$ cat src/rtl/corelet_pkg.sv
// Shared definitions for the corelet back-end: sequencer state encoding and
// the PMEM layout constants used by the psum read-back path.
package corelet_pkg;

    typedef enum logic [2:0] {
        ST_IDLE  = 3'd0,
        ST_READ  = 3'd1,
        ST_ACC   = 3'd2,
        ST_WRITE = 3'd3,
        ST_DONE  = 3'd4
    } state_e;

    localparam int KIJ_NUM     = 9;
    localparam int NIJ_PER_KIJ = 36;
    localparam int OUT_BASE    = 324;
    localparam int OUT_PIX     = 16;
    localparam int ADDR_W      = 9;
    localparam int ACC_GUARD   = 4;

endpackage

$ cat src/rtl/psum_lane_acc.sv
// One output lane: widened signed accumulator with clear/add, followed by
// saturation back to psum_bw and an optional ReLU.
module psum_lane_acc
    import corelet_pkg::*;
#(
    parameter int psum_bw = 16
) (
    input  logic               clk,
    input  logic               reset,
    input  logic               clr,
    input  logic               add,
    input  logic               relu_en,
    input  logic [psum_bw-1:0] din,
    output logic [psum_bw-1:0] dout
);

    localparam int ACC_W = psum_bw + ACC_GUARD;
    localparam logic signed [ACC_W-1:0] SAT_MAX = ACC_W'((1 << (psum_bw - 1)) - 1);
    localparam logic signed [ACC_W-1:0] SAT_MIN = ~SAT_MAX;

    logic signed [ACC_W-1:0] acc_q;
    logic signed [ACC_W-1:0] acc_d;
    logic signed [ACC_W-1:0] sat;

    always_comb begin
        acc_d = acc_q;
        if (clr) begin
            acc_d = '0;
        end else if (add) begin
            acc_d = acc_q + ACC_W'(signed'(din));
        end
    end

    always_ff @(posedge clk or negedge reset) begin
        if (!reset) begin
            acc_q <= '0;
        end else begin
            acc_q <= acc_d;
        end
    end

    always_comb begin
        sat = acc_q;
        if (acc_q > SAT_MAX) begin
            sat = SAT_MAX;
        end else if (acc_q < SAT_MIN) begin
            sat = SAT_MIN;
        end
        dout = sat[psum_bw-1:0];
        if (relu_en && (sat < 0)) begin
            dout = '0;
        end
    end

endmodule

$ cat src/rtl/psum_accumulator.sv
// Reads back the 9 kij partial sums of every output pixel from PMEM, sums them
// lane-wise and writes the saturated (optionally ReLU'd) result to the output region.
//
// state | meaning
// IDLE  | waiting for start, SRAM port released
// READ  | one psum read per cycle, k = 0..kij_num-1
// ACC   | last read's data lands in the accumulators
// WRITE | final word written at out_base + o
// DONE  | one-cycle done pulse
module psum_accumulator
    import corelet_pkg::*;
#(
    parameter int col     = 8,
    parameter int psum_bw = 16,
    parameter int kij_num = KIJ_NUM,
    parameter int a_dim   = 6,
    parameter int o_dim   = 4
) (
    input  logic                     clk,
    input  logic                     reset,
    input  logic                     start,
    input  logic                     relu_en,
    output logic                     busy,
    output logic                     done,
    input  logic [col*psum_bw-1:0]   OP_q,
    output logic [col*psum_bw-1:0]   OP_d,
    output logic [ADDR_W-1:0]        OP_addr,
    output logic                     OP_cen,
    output logic                     OP_wen
);

    localparam int NIJ   = a_dim * a_dim;
    localparam int PIX   = o_dim * o_dim;
    localparam int K_DIM = a_dim - o_dim + 1;
    localparam int OBASE = kij_num * NIJ;
    localparam int O_W   = $clog2(PIX);
    localparam int K_W   = $clog2(kij_num);

    state_e           state_q, state_d;
    logic [O_W-1:0]   o_q, o_d;
    logic [K_W-1:0]   k_q, k_d;
    logic             relu_q, relu_d;
    logic             rd_valid_q, rd_valid_d;
    logic             acc_clr;

    logic [ADDR_W-1:0] o_ext, k_ext, orow, ocol, ki, kj, rd_addr, wr_addr;
    logic [col*psum_bw-1:0] lane_out;

    // Address of psum word (kij k, nij of pixel o under kernel offset ki/kj).
    always_comb begin
        o_ext   = ADDR_W'(o_q);
        k_ext   = ADDR_W'(k_q);
        orow    = o_ext / ADDR_W'(o_dim);
        ocol    = o_ext % ADDR_W'(o_dim);
        ki      = k_ext / ADDR_W'(K_DIM);
        kj      = k_ext % ADDR_W'(K_DIM);
        rd_addr = k_ext * ADDR_W'(NIJ) + (orow + ki) * ADDR_W'(a_dim) + (ocol + kj);
        wr_addr = ADDR_W'(OBASE) + o_ext;
    end

    always_comb begin
        state_d    = state_q;
        o_d        = o_q;
        k_d        = k_q;
        relu_d     = relu_q;
        rd_valid_d = (state_q == ST_READ);
        acc_clr    = 1'b0;
        busy       = (state_q != ST_IDLE);
        done       = 1'b0;
        OP_cen     = 1'b1;
        OP_wen     = 1'b1;
        OP_addr    = '0;
        unique case (state_q)
            ST_IDLE: begin
                if (start) begin
                    state_d = ST_READ;
                    o_d     = '0;
                    k_d     = '0;
                    relu_d  = relu_en;
                    acc_clr = 1'b1;
                end
            end
            ST_READ: begin
                OP_cen  = 1'b0;
                OP_addr = rd_addr;
                if (k_q == K_W'(kij_num - 1)) begin
                    state_d = ST_ACC;
                end else begin
                    k_d = k_q + K_W'(1);
                end
            end
            ST_ACC: begin
                state_d = ST_WRITE;
            end
            ST_WRITE: begin
                OP_cen  = 1'b0;
                OP_wen  = 1'b0;
                OP_addr = wr_addr;
                acc_clr = 1'b1;
                if (o_q == O_W'(PIX - 1)) begin
                    state_d = ST_DONE;
                end else begin
                    o_d     = o_q + O_W'(1);
                    k_d     = '0;
                    state_d = ST_READ;
                end
            end
            ST_DONE: begin
                done    = 1'b1;
                state_d = ST_IDLE;
            end
            default: begin
                state_d = ST_IDLE;
            end
        endcase
    end

    always_ff @(posedge clk or negedge reset) begin
        if (!reset) begin
            state_q    <= ST_IDLE;
            o_q        <= '0;
            k_q        <= '0;
            relu_q     <= 1'b0;
            rd_valid_q <= 1'b0;
        end else begin
            state_q    <= state_d;
            o_q        <= o_d;
            k_q        <= k_d;
            relu_q     <= relu_d;
            rd_valid_q <= rd_valid_d;
        end
    end

    for (genvar i = 0; i < col; i++) begin : g_lane
        psum_lane_acc #(
            .psum_bw (psum_bw)
        ) u_lane (
            .clk     (clk),
            .reset   (reset),
            .clr     (acc_clr),
            .add     (rd_valid_q),
            .relu_en (relu_q),
            .din     (OP_q[i*psum_bw +: psum_bw]),
            .dout    (lane_out[i*psum_bw +: psum_bw])
        );
    end

    assign OP_d = (state_q == ST_WRITE) ? lane_out : '0;

endmodule

$ cat config.mk
export PLATFORM = sky130hd
export DESIGN_NAME = psum_accumulator
export DESIGN_NICKNAME = d
export VERILOG_FILES = /design/src/rtl/corelet_pkg.sv /design/src/rtl/psum_lane_acc.sv /design/src/rtl/psum_accumulator.sv
export SDC_FILE = /design/constraint.sdc
export NUM_CORES = 1
export LEC_CHECK = 0
export ABC_CLOCK_PERIOD_IN_PS = 11730
export BUFFER_PORTS_ARGS = -buffer_cell sky130_fd_sc_hd__buf_2
export CAP_MARGIN = 10
export CORE_ASPECT_RATIO = 1.1
export CORE_MARGIN = 1.5
export CORE_UTILIZATION = 35
export CTS_CLUSTER_DIAMETER = 100
export DETAILED_ROUTE_END_ITERATION = 10
export PLACE_DENSITY = 0.62
export SYNTH_ARGS = -nofsm -noshare
export SYNTH_HDL_FRONTEND = slang
export SYNTH_SLANG_ARGS = --single-unit
$ cat constraint.sdc
create_clock -name clk -period 11.73 [get_ports clk]
set_clock_uncertainty 0.05 [all_clocks]
set_input_delay 2.346 -clock clk [delete_from_list [all_inputs] [get_ports clk]]
set_output_delay 2.346 -clock clk [all_outputs]
set_load 0.02 [all_outputs]
## After elaboration in Yosys (flattened, before gate mapping)

Index checks and enable logic that the tools add are counted.

- Register bits: 173
- Bits of input ports: 132
- Output and inout bits: 141
- Logic and storage cells: 141

- $add $sub $neg: 15
- Multipliers: 2
- Div/mod/pow operators: 2
- Order comparisons: 24
- Eq/ne operators: 10
- Muxes and demuxes: 57
- Reductions and logical operators: 18

Operator list:

| kind | count |
|---|---|
| 20-bit 2-to-1 mux | 32 |
| 20-bit by 16-bit adder with 20-bit output | 8 |
| 20-bit by 16-bit > comparator with 1-bit output (second input constant) | 8 |
| 20-bit by 1-bit < comparator with 1-bit output (second input constant) | 8 |
| 20-bit by 16-bit < comparator with 1-bit output (second input constant) | 8 |
| 128-bit 2-to-1 mux | 1 |
| 16-bit 2-to-1 mux | 8 |
| 2-bit by 9-bit adder with 9-bit output | 2 |
| 9-bit adder | 2 |
| 9-bit case mux with 2 select lines | 1 |
| 4-bit 2-to-1 mux | 4 |
| 3-bit case mux with 4 select lines | 1 |
| 4-bit case mux with 3 select lines | 1 |
| 9-bit by 4-bit adder with 9-bit output (first input constant) | 1 |
| 4-bit by 2-bit divider with 9-bit output (second input constant) | 1 |
| 4-bit by 2-bit modulo with 9-bit output (second input constant) | 1 |
| 9-bit by 2-bit multiplier with 8-bit output (second input constant) | 1 |
| 3-bit 2-to-1 mux | 3 |
| 4-bit by 1-bit adder with 4-bit output (second input constant) | 2 |
| 4-bit == test (second input constant) | 2 |
| 1-bit logical AND | 8 |
| 4-bit case mux with 2 select lines | 1 |
| 4-bit by 4-bit multiplier with 7-bit output (second input constant) | 1 |
| 3-bit by 2-bit == test with 1-bit output (second input constant) | 2 |
| other kinds (13) | 21 |

## Logic depth before layout (Yosys ltp)

- Word-level depth: 7
- Mapped depth: 30
- Mapped depth without buffers: 27

## By module

Synthesis repeated with hierarchy kept, for this count alone.

- Cells, all modules: 2289
- Area total of the unflattened synthesis: 18977.0 µm²

By module, submodules not included:

| module | times used | cells an instance | area each (µm²) | seq. area each (µm²) |
|---|---|---|---|---|
| psum_lane_acc (g_lane[0].u_lane ...) | 7 | 229 | 1964.4 | 500.5 |
| psum_accumulator | 1 | 441 | 3199.3 | 325.3 |
| psum_lane_acc (g_lane[4].u_lane) | 1 | 245 | 2026.9 | 500.5 |

## Worst setup path after synthesis

No wires, ideal clock.

- Kind: register -> output
- From: reg k_q[2]
- To: out OP_addr[7]
- Data arrival time: 5.964 ns
- Required time: 9.334 ns
- Path slack: 3.370 ns
- Cell stages (with the launch flop): 30
- Buffers on the path: 4
- Path through: dfrtp_1 -> buf_2 -> clkbuf_1 -> ha_1 -> buf_4 -> a211oi_1 -> a41oi_1 -> a21o_1 -> buf_6 -> inv_8 -> xnor2_4 -> ha_1 -> inv_1 -> a31oi_1 -> a2111o_4 -> ha_1 -> inv_1 -> fa_1 -> inv_1 -> ha_1 -> fa_1 -> fa_1 -> ha_1 -> nor2b_1 -> o21ai_0 -> nand2b_1 -> a21o_1 -> a21oi_1 -> xor2_1 -> nor3_1

- Longest elaborated chain between the ends: 6
- Elaborated cells on any way between the ends: 9
- Classes of those cells: 4 x add/sub; 2 x mul; 2 x div; 1 x mux

Ends and longest elaborated chain:

| what | RTL line | text |
|---|---|---|
| start, declared | psum_accumulator.sv:41 | `logic [K_W-1:0] k_q, k_d;` |
| start signal, assigned | psum_accumulator.sv:128 | `k_q <= k_d;` |
| 4-bit by 2-bit divider with 9-bit output | psum_accumulator.sv:55 | `ki = k_ext / ADDR_W'(K_DIM);` |
| 2-bit by 9-bit adder with 9-bit output | psum_accumulator.sv:57 | `rd_addr = k_ext * ADDR_W'(NIJ) + (orow + ki) * ADDR_W'(a_dim) + (ocol + kj);` |
| 9-bit by 2-bit multiplier with 8-bit output | psum_accumulator.sv:57 |  |
| 9-bit adder | psum_accumulator.sv:57 |  |
| 9-bit adder * | psum_accumulator.sv:57 |  |
| 9-bit case mux with 2 select lines * | psum_accumulator.sv:73 | `unique case (state_q)` |
| end, declared | psum_accumulator.sv:27 | `output logic [ADDR_W-1:0] OP_addr,` |

Mark *: on every way between the ends. The rest lies on a longest branch, timed or not.

## Worst setup path after layout

- From: reg k_q[1]
- To: out OP_addr[8]

Same word-level chain as after synthesis.

==> impl_results.md <==
- Syn Nets: 2,404
- Data arrival time of the worst path: 6.92 ns
- Antenna-violating nets left: 0
- Delay contributed by the slowest stage of the critical path: 0.74 ns
- DRC: 0
- Distinct cell type count after synthesis: 73
- Number of buffers on the longest clock path: 2
- Number of optimization iterations in the first detailed-route pass: 7
- # port buffers: 272
- Hold Crit Class: reg2reg
- Final Cell Area: 0.0197 sq mm
- Vias per Instance: 5.36
- Vias after detailed routing: 15,800
- Max Clk Rate: 0.107 GHz
- Critical path's slowest cell: sky130_fd_sc_hd__dfrtp_1
- Number of sinks handled by clock tree synthesis: 173
- Number of levels in the clock H-tree: 4
- Worst setup path class: reg2out
- Starting DRC count in detailed routing: 716
- Clock latency reported for the late side of the worst-skew pair: 0.49 ns
- Slew margin rel.: 17.7%
- Most instantiated cells after synthesis: sky130_fd_sc_hd__nor2_1 (246), sky130_fd_sc_hd__a21oi_1 (245), sky130_fd_sc_hd__ha_1 (186)
- Sequential group share of total power: 17.7%
- Number of fill cells: 4,907
- Hold Buf Count CTS: 0
- Post-CTS Resized: 0
- Clock buffers created by TritonCTS: 17
- Slew of the pin with the lowest slew margin: 1.23 ns
- Most used cell along the critical path: sky130_fd_sc_hd__ha_1
- Kind of launch point of the worst setup path: flip-flop
- Switching power as a share of total power: 51.7%
- Largest net degree at the start of global routing: 80
- Area share of the leading cell type in the synthesized netlist: 25.5%
- Gate Count Post-Synth: 2,069
- # rows: 84
- Maxcap violations: 0
- Unrepaired setup endpoints after global routing: false
- Global-route usage over all layers: 18.9%
- Leading register cell type out of synthesis: sky130_fd_sc_hd__dfrtp_1
- Y dimension of the die: 234 microns
- Logic pwr share: 73.0%
- Number of top-level pins: 273
- Setup Total Neg Slack: 0 ns
- Clock-pin transition on the worst setup and hold timing paths: 0.07 ns
- Area of placed instances: 0.0191 sq mm
- Placeable core area: 0.0479 sq mm
- Library cell occupying the most area in the post-synthesis netlist: sky130_fd_sc_hd__dfrtp_1
- Growth of design area from synthesis to finish: 15.6%
- Power density over the cells: 334 mW/mm^2
- Internal power component: 3170 uW
- Crit Path Max Fanout: 13
- Number of enable flip-flop cells after synthesis: 0
- Net switching power: 3390 uW
- Library cell with the highest instance count after synthesis: sky130_fd_sc_hd__nor2_1
- Share of cells above drive strength 1: 15.5%
- Max Transition Viols Final: 0
- Netlist Area Pre-Place: 0.0170 sq mm
- Shortest period the worst path allows: 9.32 ns
- Number of setup violations in the final report: 0
- Flop and latch count out of synthesis: 173
- Initial antenna violation count: 3
- Cell at the root of the clock tree: sky130_fd_sc_hd__clkbuf_16
- Global-route congestion overflow total: 0
- Starting density of the core: 35.5%
- Total wire length after detailed routing: 48,000 microns
- Final Wtd Congestion: 0.866
- Final Hold Violating Endpoints: 0
- Async S/R FF share, synth: 100%
- Avg Synthesized Cell Area: 8.22 sq um
- Total of warnings raised by yosys: 0
- Post-layout nets: 2,630
- Via count of the first global-routing pass: 15,200
- Largest cells by area after synthesis: sky130_fd_sc_hd__dfrtp_1 (25%), sky130_fd_sc_hd__ha_1 (14%), sky130_fd_sc_hd__a21oi_1 (7.2%)
- Leakage component of the power: 0.00948 uW
- Highest ir drop seen on vdd: 586 uV
- Die Area: 0.0499 sq mm
- Result of the run: completed
- Average routed wire per standard cell: 16.2 microns
- Proportion of synthesized chip area in sequential cells: 25.5%
- Endpoint kind of the worst setup timing path: primary output
- Tcrit/Tclk final: 79.4%
- Sum of net half-perimeters after detailed placement: 34,600 microns
- Endpoint required time on the critical path: 9.33 ns
- Relative contribution of the clock network to total power: 9.3%
- First-pass GRT wire length: 75,200 microns
- Post CTS Setup Buffer Count: 0
- Clock tree from TritonCTS: yes
- Horizontal die dimension: 213 microns
## state kept, by name, indices dropped and copies added, names as in the netlist
signal / cells
g_lane.u_lane.acc_q: 160
k_q: 4
o_q: 4
rd_valid_q: 1
relu_q: 1
state_q: 3
## critical path: cells and delay by family, from the launching register on
family                   cells  cell delay (ns)
XOR/XNOR                     2             0.29
AO/OA/AOI/OAI                9             1.99
buffers and inverters        6             0.67
flip-flops                   1             0.74
multiplexers                 1             0.20
adder cells (fa/ha/maj)      8             2.55
## layer usage
layer | track usage, % | part of all wire, % | routed length (microns) | vias to the layer above
met3 | 4.06 | 4.2 | 2030 | 56
met2 | 32.6 | 48 | 23000 | 298
met5 | 0 | 0.056 | 27 | -
li1 | - | - | - | 7927
met4 | 6.18 | 1.7 | 833 | 4
met1 | 23.5 | 46 | 22100 | 7537
## final cells by class
class	count	area [sq um]	share of cell area, %
multi-input cells	1743	12100	61.8
repair buffers	288	1490	7.58
well taps	645	807	4.11
inverters	72	278	1.41
clock buffers	24	482	2.45
clock inverters	6	110	0.560
flip-flops and latches	173	4330	22.0
diodes	3	7.51	0.0382
## cell usage in the layout, fill, tap and decap left out, types with 5 or more instances in the layout
cell type                   instances
sky130_fd_sc_hd__o211ai_1          16
sky130_fd_sc_hd__a21oi_1          244
sky130_fd_sc_hd__o21bai_1          24
sky130_fd_sc_hd__nor3_1            50
sky130_fd_sc_hd__mux2i_1           98
sky130_fd_sc_hd__o31ai_1           12
sky130_fd_sc_hd__nor2b_1           11
sky130_fd_sc_hd__o41ai_2           10
sky130_fd_sc_hd__a21boi_0           8
sky130_fd_sc_hd__a31oi_1           24
sky130_fd_sc_hd__clkbuf_16         17
sky130_fd_sc_hd__o21ai_0           91
sky130_fd_sc_hd__a211oi_1          50
sky130_fd_sc_hd__a41oi_1            9
sky130_fd_sc_hd__or3_1             12
sky130_fd_sc_hd__o22ai_1           13
sky130_fd_sc_hd__nor3b_1            5
sky130_fd_sc_hd__o21a_1            22
sky130_fd_sc_hd__a21o_1            37
sky130_fd_sc_hd__nand2b_1         133
sky130_fd_sc_hd__nand2_1          114
sky130_fd_sc_hd__buf_2            271
sky130_fd_sc_hd__nor2_1           245
sky130_fd_sc_hd__xnor2_1           99
sky130_fd_sc_hd__nand3_1           45
sky130_fd_sc_hd__buf_4             16
sky130_fd_sc_hd__inv_1             70
sky130_fd_sc_hd__dfrtp_1          172
sky130_fd_sc_hd__and2_1            10
sky130_fd_sc_hd__fa_1              17
sky130_fd_sc_hd__xor2_1            39
sky130_fd_sc_hd__ha_1             186
sky130_fd_sc_hd__a31o_2             6
sky130_fd_sc_hd__or2_2              8
sky130_fd_sc_hd__nand3b_1          13
sky130_fd_sc_hd__nor4_1            10
sky130_fd_sc_hd__nand4_1            8
sky130_fd_sc_hd__and3_1            24
## metrics by stage
stage | utilization (%) | instances | setup slack (ns) | hold WS, ns | total power, uW
after floorplan | - | 2069 | 3.37 | 0.457 | 4760
after global placement | 39.8 | 2921 | 3.00 | 0.476 | 5870
after detailed placement | 39.8 | 2921 | 2.93 | 0.491 | 5970
after CTS | 41.0 | 2951 | 2.36 | 0.505 | 6630
after global routing | 41.0 | 2951 | 1.93 | 0.518 | 7220
final | 41.0 | 2954 | 2.41 | 0.500 | 6570
## kinds of logic (layout without fill, tap and decap cells)
| kind of cell | Yosys count | after routing | synth area share [%] |
|---|---|---|---|
| AND/OR/NAND/NOR | 696 | 696 | 19.9 |
| flip-flops | 173 | 173 | 25.5 |
| AO/OA/AOI/OAI | 604 | 604 | 22.2 |
| adder cells (fa/ha/maj) | 204 | 204 | 15.8 |
| other | 0 | 3 | 0 |
| multiplexers | 100 | 100 | 5.92 |
| XOR/XNOR | 139 | 139 | 7.27 |
| buffers and inverters | 153 | 390 | 3.52 |
## worst paths after layout
kind                                              end  cells past startpoint  slack, ns                        from
min reg2reg                g_lane[0].u_lane.acc_q[19]                      2       0.50  g_lane[0].u_lane.acc_q[19]
min in group asynchronous   g_lane[2].u_lane.acc_q[1]                      1       1.82                       reset
max reg2reg                g_lane[1].u_lane.acc_q[18]                     10       8.53   g_lane[1].u_lane.acc_q[0]
max in group asynchronous                      k_q[1]                      2       8.51                       reset
min                        g_lane[0].u_lane.acc_q[19]                      2       0.50  g_lane[0].u_lane.acc_q[19]
max                                        OP_addr[8]                     26       2.41                      k_q[1]
## power groups by stage
stage	combinational, uW	clock, uW	sequential (uW)
4_1_cts	4820	642	1160
2_1_floorplan	3740	0	1010
3_3_place_gp	4710	0	1160
6_report	4790	613	1160
3_5_place_dp	4800	0	1170
5_1_grt	5370	655	1200
No activity file was read; power rests on OpenSTA's default activity.
